==> src/rtl/lsu_cache_port_if.sv <==
// lsu_cache_port_if: pipeline request/response and cache CPU-port signals of the LSU back end.
// master is the LSU itself; slave is the pipeline plus cache facing it.
interface lsu_cache_port_if #(
    parameter int ADDR_W = 32,
    parameter int DATA_W = 32
);
    logic              lsu_req_valid;
    logic              lsu_req_we;
    logic [2:0]        lsu_req_funct3;
    logic [ADDR_W-1:0] lsu_req_addr;
    logic [DATA_W-1:0] lsu_req_wdata;
    logic              lsu_stall;
    logic [DATA_W-1:0] lsu_rdata;
    logic              lsu_fault;
    logic [ADDR_W-1:0] cpu2cache_addr;
    logic [DATA_W-1:0] cpu2cache_data_in;
    logic              cpu2cache_rw;
    logic              cpu2cache_valid;
    logic [DATA_W-1:0] cache2cpu_data_out;
    logic              cache2cpu_ready;
    modport master (
        input  lsu_req_valid, lsu_req_we, lsu_req_funct3, lsu_req_addr, lsu_req_wdata,
        output lsu_stall, lsu_rdata, lsu_fault,
        output cpu2cache_addr, cpu2cache_data_in, cpu2cache_rw, cpu2cache_valid,
        input  cache2cpu_data_out, cache2cpu_ready
    );
    modport slave (
        output lsu_req_valid, lsu_req_we, lsu_req_funct3, lsu_req_addr, lsu_req_wdata,
        input  lsu_stall, lsu_rdata, lsu_fault,
        input  cpu2cache_addr, cpu2cache_data_in, cpu2cache_rw, cpu2cache_valid,
        output cache2cpu_data_out, cache2cpu_ready
    );
endinterface

==> src/rtl/lsu_cache_port.sv <==
// lsu_cache_port: RV32I load/store back end turning byte/half/word accesses into word cache transactions.
// Sub-word stores are done as read-modify-write; misaligned or illegal accesses fault without touching the cache.
module lsu_cache_port #(
    parameter int ADDR_W = 32,
    parameter int DATA_W = 32
) (
    input logic             iCLK,
    input logic             iRST_n,
    lsu_cache_port_if.master bus
);
    typedef enum logic [2:0] {IDLE, RD_REQ, RD_WAIT, WR_REQ, WR_WAIT, DONE} state_t;
    state_t            r_state, w_next;
    logic [ADDR_W-1:0] r_addr;
    logic [2:0]        r_f3;
    logic              r_we;
    logic [DATA_W-1:0] r_wdata;
    logic [DATA_W-1:0] r_rdata;
    logic              r_fault;
    logic              w_illegal, w_misal, w_fault, w_rdy;
    logic [4:0]        w_shift;
    logic [7:0]        w_byte;
    logic [15:0]       w_half;
    logic [DATA_W-1:0] w_load, w_mask, w_merge;
    assign w_rdy     = bus.cache2cpu_ready;
    assign w_illegal = (bus.lsu_req_funct3[1:0] == 2'b11) |
                       (bus.lsu_req_funct3[2] & (bus.lsu_req_funct3[1] | bus.lsu_req_we));
    assign w_misal   = ((bus.lsu_req_funct3[1:0] == 2'b01) & bus.lsu_req_addr[0]) |
                       ((bus.lsu_req_funct3[1:0] == 2'b10) & (|bus.lsu_req_addr[1:0]));
    assign w_fault   = w_illegal | w_misal;
    // Lane offset in bits; halfword accesses are already known to be 2-byte aligned here
    assign w_shift   = {r_addr[1:0], 3'b000};
    assign w_byte    = 8'(bus.cache2cpu_data_out >> w_shift);
    assign w_half    = 16'(bus.cache2cpu_data_out >> w_shift);
    assign w_load    = (r_f3[1:0] == 2'b00) ? {{(DATA_W-8){~r_f3[2] & w_byte[7]}}, w_byte} :
                       (r_f3[1:0] == 2'b01) ? {{(DATA_W-16){~r_f3[2] & w_half[15]}}, w_half} :
                       bus.cache2cpu_data_out;
    assign w_mask    = (r_f3[0] ? DATA_W'(16'hFFFF) : DATA_W'(8'hFF)) << w_shift;
    assign w_merge   = (bus.cache2cpu_data_out & ~w_mask) | ((r_wdata << w_shift) & w_mask);
    always_comb begin
        w_next = r_state;
        case (r_state)
            IDLE:    if (bus.lsu_req_valid) w_next = w_fault ? DONE :
                                                     (bus.lsu_req_we & bus.lsu_req_funct3[1]) ? WR_REQ : RD_REQ;
            RD_REQ:  if (w_rdy) w_next = RD_WAIT;
            RD_WAIT: if (w_rdy) w_next = r_we ? WR_REQ : DONE;
            WR_REQ:  if (w_rdy) w_next = WR_WAIT;
            WR_WAIT: if (w_rdy) w_next = DONE;
            default: w_next = IDLE;
        endcase
    end
    always_ff @(posedge iCLK or negedge iRST_n) begin
        if (!iRST_n) begin
            r_state <= IDLE;
            r_addr  <= '0;
            r_f3    <= '0;
            r_we    <= 1'b0;
            r_wdata <= '0;
            r_rdata <= '0;
            r_fault <= 1'b0;
        end else begin
            r_state <= w_next;
            if (r_state == IDLE && bus.lsu_req_valid) begin
                r_addr  <= bus.lsu_req_addr;
                r_f3    <= bus.lsu_req_funct3;
                r_we    <= bus.lsu_req_we;
                r_wdata <= bus.lsu_req_wdata;
                if (w_fault) begin
                    r_fault <= 1'b1;
                    r_rdata <= '0;
                end
            end
            // Sub-word stores reuse r_wdata to hold the merged write word
            if (r_state == RD_WAIT && w_rdy) begin
                if (r_we) r_wdata <= w_merge;
                else      r_rdata <= w_load;
            end
            if (r_state == DONE) r_fault <= 1'b0;
        end
    end
    assign bus.cpu2cache_valid   = (r_state == RD_REQ) | (r_state == WR_REQ);
    assign bus.cpu2cache_rw      = (r_state == WR_REQ);
    assign bus.cpu2cache_addr    = {r_addr[ADDR_W-1:2], 2'b00};
    assign bus.cpu2cache_data_in = r_wdata;
    assign bus.lsu_stall         = bus.lsu_req_valid & (r_state != DONE);
    assign bus.lsu_rdata         = r_rdata;
    assign bus.lsu_fault         = r_fault;
endmodule

==> src/flat_wrapper.sv <==
// flat-port wrapper written by rule: the top's interface ports become plain ports
module lsu_cache_port_flat 
#(
    parameter int ADDR_W = 32,
    parameter int DATA_W = 32
)
  (iCLK, iRST_n, bus_lsu_req_valid, bus_lsu_req_we, bus_lsu_req_funct3, bus_lsu_req_addr, bus_lsu_req_wdata, bus_lsu_stall, bus_lsu_rdata, bus_lsu_fault, bus_cpu2cache_addr, bus_cpu2cache_data_in, bus_cpu2cache_rw, bus_cpu2cache_valid, bus_cache2cpu_data_out, bus_cache2cpu_ready);
  lsu_cache_port_if #(.ADDR_W(ADDR_W), .DATA_W(DATA_W)) bus_i ();
  input logic iCLK;
  input logic iRST_n;
  input wire logic [$bits(bus_i.lsu_req_valid)-1:0] bus_lsu_req_valid;
  input wire logic [$bits(bus_i.lsu_req_we)-1:0] bus_lsu_req_we;
  input wire logic [$bits(bus_i.lsu_req_funct3)-1:0] bus_lsu_req_funct3;
  input wire logic [$bits(bus_i.lsu_req_addr)-1:0] bus_lsu_req_addr;
  input wire logic [$bits(bus_i.lsu_req_wdata)-1:0] bus_lsu_req_wdata;
  output wire logic [$bits(bus_i.lsu_stall)-1:0] bus_lsu_stall;
  output wire logic [$bits(bus_i.lsu_rdata)-1:0] bus_lsu_rdata;
  output wire logic [$bits(bus_i.lsu_fault)-1:0] bus_lsu_fault;
  output wire logic [$bits(bus_i.cpu2cache_addr)-1:0] bus_cpu2cache_addr;
  output wire logic [$bits(bus_i.cpu2cache_data_in)-1:0] bus_cpu2cache_data_in;
  output wire logic [$bits(bus_i.cpu2cache_rw)-1:0] bus_cpu2cache_rw;
  output wire logic [$bits(bus_i.cpu2cache_valid)-1:0] bus_cpu2cache_valid;
  input wire logic [$bits(bus_i.cache2cpu_data_out)-1:0] bus_cache2cpu_data_out;
  input wire logic [$bits(bus_i.cache2cpu_ready)-1:0] bus_cache2cpu_ready;
  assign bus_i.lsu_req_valid = bus_lsu_req_valid;
  assign bus_i.lsu_req_we = bus_lsu_req_we;
  assign bus_i.lsu_req_funct3 = bus_lsu_req_funct3;
  assign bus_i.lsu_req_addr = bus_lsu_req_addr;
  assign bus_i.lsu_req_wdata = bus_lsu_req_wdata;
  assign bus_lsu_stall = bus_i.lsu_stall;
  assign bus_lsu_rdata = bus_i.lsu_rdata;
  assign bus_lsu_fault = bus_i.lsu_fault;
  assign bus_cpu2cache_addr = bus_i.cpu2cache_addr;
  assign bus_cpu2cache_data_in = bus_i.cpu2cache_data_in;
  assign bus_cpu2cache_rw = bus_i.cpu2cache_rw;
  assign bus_cpu2cache_valid = bus_i.cpu2cache_valid;
  assign bus_i.cache2cpu_data_out = bus_cache2cpu_data_out;
  assign bus_i.cache2cpu_ready = bus_cache2cpu_ready;
  lsu_cache_port #(.ADDR_W(ADDR_W), .DATA_W(DATA_W)) u_core (.iCLK(iCLK), .iRST_n(iRST_n), .bus(bus_i));
endmodule
==> config.mk <==
export PLATFORM = sky130hd
export DESIGN_NAME = lsu_cache_port_flat
export DESIGN_NICKNAME = d
export VERILOG_FILES = /design/src/rtl/lsu_cache_port_if.sv /design/src/rtl/lsu_cache_port.sv /design/src/flat_wrapper.sv
export SDC_FILE = /design/constraint.sdc
export NUM_CORES = 1
export LEC_CHECK = 0
export BUFFER_PORTS_ARGS = -buffer_cell sky130_fd_sc_hd__buf_2
export CAP_MARGIN = 20
export CORE_MARGIN = 8
export CORE_UTILIZATION = 50
export DETAILED_ROUTE_END_ITERATION = 7
export GPL_TIMING_DRIVEN = 0
export PLACE_DENSITY_LB_ADDON = 0.08
export SYNTH_ARGS = -nofsm -noshare
export SYNTH_HDL_FRONTEND = slang
export SYNTH_SLANG_ARGS = --single-unit
==> constraint.sdc <==
create_clock -name iCLK -period 5.1 [get_ports iCLK]
set_clock_uncertainty 0.2 [all_clocks]
set_input_delay 0.765 -clock iCLK [delete_from_list [all_inputs] [get_ports iCLK]]
set_output_delay 0.765 -clock iCLK [all_outputs]
set_load 0.005 [all_outputs]
== Word-level counts from Yosys, hierarchy flattened ==
Cells that the tools add are included.
W data, S select, Z words.

* Add/subtract/negate cells: 0
* Multipliers: 0
* Div/mod/pow operators: 0
* Magnitude comparators: 0
* Equal/unequal tests: 15
* Shift operators: 3
* Mux-type cells: 22
* Bitwise operators: 17
* Reductions and logical operators: 9

{| class="wikitable"
|+ Operator list
! kind !! number
|-
| $mux W32 || 9
|-
| $and A32 B32 Y32 || 2
|-
| $shl A32 B5 Y32 || 2
|-
| $not A32 Y32 || 1
|-
| $or A32 B32 Y32 || 1
|-
| $shr A32 B5 Y16 || 1
|-
| $mux W3 || 7
|-
| $mux W16 || 1
|-
| $pmux W3 S5 || 1
|-
| $ne A2 B2 Y1 const B || 4
|-
| $and A1 B1 Y1 || 7
|-
| $eq A3 B2 Y1 const B || 2
|-
| $eq A3 B3 Y1 const B || 2
|-
| $or A1 B1 Y1 || 5
|-
| $reduce_and A5 Y1 || 1
|-
| $eq A2 B1 Y1 const B || 2
|-
| $eq A2 B2 Y1 const B || 2
|-
| $reduce_bool A2 Y1 || 2
|-
| $eq A3 B1 Y1 const B || 1
|-
| $logic_not A3 Y1 || 1
|-
| $mux W1 || 3
|-
| $ne A3 B3 Y1 const B || 1
|-
| $logic_and A1 B1 Y1 || 2
|-
| $logic_not A2 Y1 || 1
|-
| 5 further kinds || 5
|}

* Register bits after elaboration: 104
* Latch bits: 0
* Memory bits (writable): 0
* ROM bits: 0
* Output and inout port bits: 100
* Word-level logic and storage cells: 73
* Memories: 0

== Depth between registers and ports, before layout ==
* Depth after elaboration: 8
* Depth in mapped cells: 7

== Worst setup path after synthesis ==
No wires, ideal clock.

* Path type: input port to flip-flop
* From: in bus_lsu_req_funct3[0]
* To: reg u_core.r_rdata[30], in the netlist u_core.bus.lsu_rdata[30]
* Setup time: 77 ps
* Data arrival time: 1,827 ps
* Data required time: 4,823 ps
* Setup slack: 2,995 ps
* Stages: 5
* Buffers on the path: 1
* Cell sequence: or4_1 -> nand3_2 -> buf_2 -> a21oi_1 -> a21oi_1

* Word-level cells in the longest chain between the ends: 8
* Elaborated cells on any way between the ends: 12
* Classes of those cells: 3 x eq/ne; 4 x mux; 5 x bitwise

{| class="wikitable"
|+ Ends and longest elaborated chain
! item !! RTL line !! text
|-
| start, declared || flat_wrapper.sv:13 || <nowiki>input wire logic [$bits(bus_i.lsu_req_funct3)-1:0] bus_lsu_req_funct3;</nowiki>
|-
| $eq A2 B1 Y1 or $eq A2 B2 Y1 (tied branches) || lsu_cache_port.sv:27, lsu_cache_port.sv:28 ||
|-
| $and A1 B1 Y1 (on tied branches) || lsu_cache_port.sv:27, lsu_cache_port.sv:28 ||
|-
| $or A1 B1 Y1 || lsu_cache_port.sv:27 || <nowiki>assign w_misal = ((bus.lsu_req_funct3[1:0] == 2'b01) & bus.lsu_req_addr[0]) |</nowiki>
|-
| $or A1 B1 Y1 (*) || lsu_cache_port.sv:29 || <nowiki>assign w_fault = w_illegal | w_misal;</nowiki>
|-
| $mux W32 (*) || lsu_cache_port.sv:67 || <nowiki>if (w_fault) begin</nowiki>
|-
| $mux W32 (*) || lsu_cache_port.sv:62 || <nowiki>if (r_state == IDLE && bus.lsu_req_valid) begin</nowiki>
|-
| $mux W32 || lsu_cache_port.sv:74 || <nowiki>if (r_we) r_wdata <= w_merge;</nowiki>
|-
| $mux W32 (*) || lsu_cache_port.sv:73 || <nowiki>if (r_state == RD_WAIT && w_rdy) begin</nowiki>
|-
| end signal, assigned || lsu_cache_port.sv:75 || <nowiki>else r_rdata <= w_load;</nowiki>
|-
| end, declared || lsu_cache_port.sv:17 || <nowiki>logic [DATA_W-1:0] r_rdata;</nowiki>
|}

Mark *: on every way between the ends. The rest lies on a longest branch, timed or not.
A chain may end at the register's enable or synchronous reset.

== Worst setup path in the final report ==
* From: reg u_core.r_state[1]
* To: out bus_lsu_stall

* Word-level cells in the longest chain between the ends: 2

{| class="wikitable"
|+ Ends and longest elaborated chain
! item !! RTL line !! text
|-
| start, declared || lsu_cache_port.sv:12 || <nowiki>state_t r_state, w_next;</nowiki>
|-
| start signal, assigned || lsu_cache_port.sv:61 || <nowiki>r_state <= w_next;</nowiki>
|-
| $ne A3 B3 Y1 || lsu_cache_port.sv:84 || <nowiki>assign bus.lsu_stall = bus.lsu_req_valid & (r_state != DONE);</nowiki>
|-
| $and A1 B1 Y1 || lsu_cache_port.sv:84 ||
|-
| end, declared || flat_wrapper.sv:16 || <nowiki>output wire logic [$bits(bus_i.lsu_stall)-1:0] bus_lsu_stall;</nowiki>
|}

Every way passes these cells.

==> results.ini <==
[outcome]
outcome = complete, no violations

[routing]
route.detailed.drc = 0
vias = 5664
drtPass1Iterations = 4
totalWireLength_um = 19580
ant_nets = 0
dr.first_iter.drc_count = 466
via_per_inst = 5.462
wl_per_cell_um = 18.89

[synthesis]
synth_area_per_cell_um2 = 8.520
syn_inst = 676
yosysUniqueCellTypes = 47
ys_ff_latch = 104
syn_area_um2 = 5759
yosysTopAreaCellShare_pct = 45.19
synth-main-ff-cell = dfrtp_1
synth_edf_count = 0
yosys_warnings = 0
ys_seq_area_share_pct = 45.19
ys_async_sr_fraction_pct = 100.0
netlist.top_cell.by_area = dfrtp_1
synth_area_leaders = dfrtp_1, nand2_1, a21oi_1

[critical_path]
cp_cell_sequence = buf_2 > nor2b_1 > nand2_1 > and2_1 > buf_2
rr_startpoint = u_core.r_f3[0]
crit_path_top_delay_cell = dfrtp_1
cp-startpoint = u_core.r_state[1]
critPathArrivalTime_ns = 1.39
critPathCaptureType = output pin
worstSetupStartpointType = register
reg2reg_depth = 6
r2r_slack_ns = 2.90
cp.required_ns = 4.14
crit_top_cell = buf_2
cp_max_fo = 10
crit_path_end = bus_lsu_stall
slowest_delay_ns = 0.36
criticalPathCategory = register to output pin

[placement]
hpwl_um = 15380
dp_slack_ns = 2.628
place_congestion = 0.8791
placed_area_um2 = 6978
portBuffers = 201

[sta]
tightest_slew_ns = 0.6381
holdWs_ns = 0.2053
setup_tns_ns = 0
worst_slack_ns = 2.743
slew_headroom_pct = 57.13
max_freq_mhz = 424.3
finalCriticalPeriod_ns = 2.357
grt_setup_unrepaired = no
setup_viol = 0
hold_violations = 0
drv_slew = 0
timing.final.crit_share_pct = 46.21

[cells_and_area]
final_cell_area_um2 = 7241
fin_nets = 994
syn_to_final_growth_pct = 25.72
drive_above_1_share_pct = 33.78
fillers = 1041
antenna_cells = 0

[global_route]
grt_start_max_net_pins = 64
grt_pass1_wl_um = 30330
grt_usage_pct = 25.72
grt_pass1_vias = 5751
gr-total-overflow = 0
antenna_found_initial = 0

[cts]
cts_resized = 0
clk_path_buf_depth = 2
cts_setup_buffers = 0
numCtsBuffers = 9
h-tree-depth = 3
clock-sinks = 104
clk_pin_slew_ns = 0.07
cts_tree = yes
clk_latency_ns = 0.35
clockRootBuffer = clkbuf_16
holdBufCountCts = 0

[die]
fp-row-count = 39
io_pins = 204
start_util_pct = 50.87
die_h_um = 123.3
floorplan.die_area_um2 = 15210
dieWidth_um = 123.3
core_um2 = 11320

[flow_run]
drv_cap = 0

[hold_path]
hold_path_class = input pin to async pin

[power_and_ir_drop]
ir_worst_vdd_mv = 0.3057
cellPowerDensity_nw_per_um2 = 599.5
leakage_nw = 3.719

[final cells by class]
type	count	area (um2)	share of cell area, %
inverter	4	15.01	0.2074
multi-input combinational	484	2611	36.06
buffer	85	534.3	7.379
tap	143	178.9	2.471
sequential	104	2603	35.94
clock inverter	4	30.03	0.4147
clock buffer	11	232.7	3.214
timing repair buffer	202	1036	14.31
[synth_stat cells, types with 4 or more instances]
master and n:
a211oi_1 8, a21oi_1 60, a22oi_1 14, a2bb2oi_1 7
a31oi_1 17, buf_1 4, buf_2 25, buf_4 37
buf_6 6, clkbuf_1 13, dfrtp_1 104, inv_1 4
mux2_2 8, mux2i_1 18, nand2_1 181, nand3_1 24
nand3b_1 4, nor2_1 27, nor2b_1 14, o21a_1 17
o21ai_0 19, o22ai_1 32
[stage by stage]
stage	power, mW	cells	util, %
floorplan	2.856	677	-
global placement	3.643	1021	61.37
detailed placement	3.705	1022	61.64
CTS	4.347	1037	63.96
global route	4.662	1037	63.96
finish	4.341	1037	63.96
[routing by layer]
metal	up-vias	wire length [um]	global-route usage, %
li1	2740	-	-
met1	2693	8565	33.88
met2	205	9160	41.06
met3	26	1356	4.977
met4	0	501	10.01
met5	-	0	0
[power by group]
group	switching, mW	total (mW)	leakage, nW	internal [mW]
combinational	1.21	2.24	2.29	1.03
sequential	0.271	1.46	1.30	1.19
clock	0.310	0.641	0.126	0.331
total	1.79	4.34	3.72	2.55
[kinds of logic after synthesis]
group	synth area share (%)
and+or+nand+nor	20.49
xor gates and xnor gates	0.1521
muxes	4.693
other	0.06511
DFF	45.19
buffers and inverters	9.537
AOI/OAI and AO/OA	19.88
[how the worst min path moves through the flow]
| stage | from | to | slack, ns | depth (start not counted) |
|---|---|---|---|---|
| CTS | iRST_n | u_core.r_addr[4] | 0.22 | 1 |
| global placement | u_core.r_addr[4] | u_core.r_addr[4] | 0.26 | 2 |
| global route | iRST_n | u_core.r_addr[4] | 0.25 | 1 |
| finish | iRST_n | u_core.r_addr[4] | 0.21 | 1 |
| detailed placement | u_core.r_addr[5] | u_core.r_addr[5] | 0.26 | 2 |
| floorplan | u_core.r_addr[25] | u_core.r_addr[25] | 0.25 | 2 |
[worst max-delay path: cells and delay by family, from the launching register on]
kind / cells / cell delay [ns]
buf+inv: 2 / 0.29
flops: 1 / 0.36
simple gates: 3 / 0.38
[layout by cell type, fill, tap and decap left out, types with 17 or more instances in the layout]
| cell type | synthesis | routed |
|---|---|---|
| o21ai_0 | 19 | 19 |
| a31oi_1 | 17 | 17 |
| buf_2 | 25 | 225 |
| dfrtp_1 | 104 | 104 |
| o21a_1 | 17 | 17 |
| buf_4 | 37 | 38 |
| o22ai_1 | 32 | 32 |
| mux2i_1 | 18 | 18 |
| a21oi_1 | 60 | 60 |
| nand2_1 | 181 | 181 |
| nor2_1 | 27 | 27 |
| nand3_1 | 24 | 24 |
No activity file was read; power rests on OpenSTA's default activity.
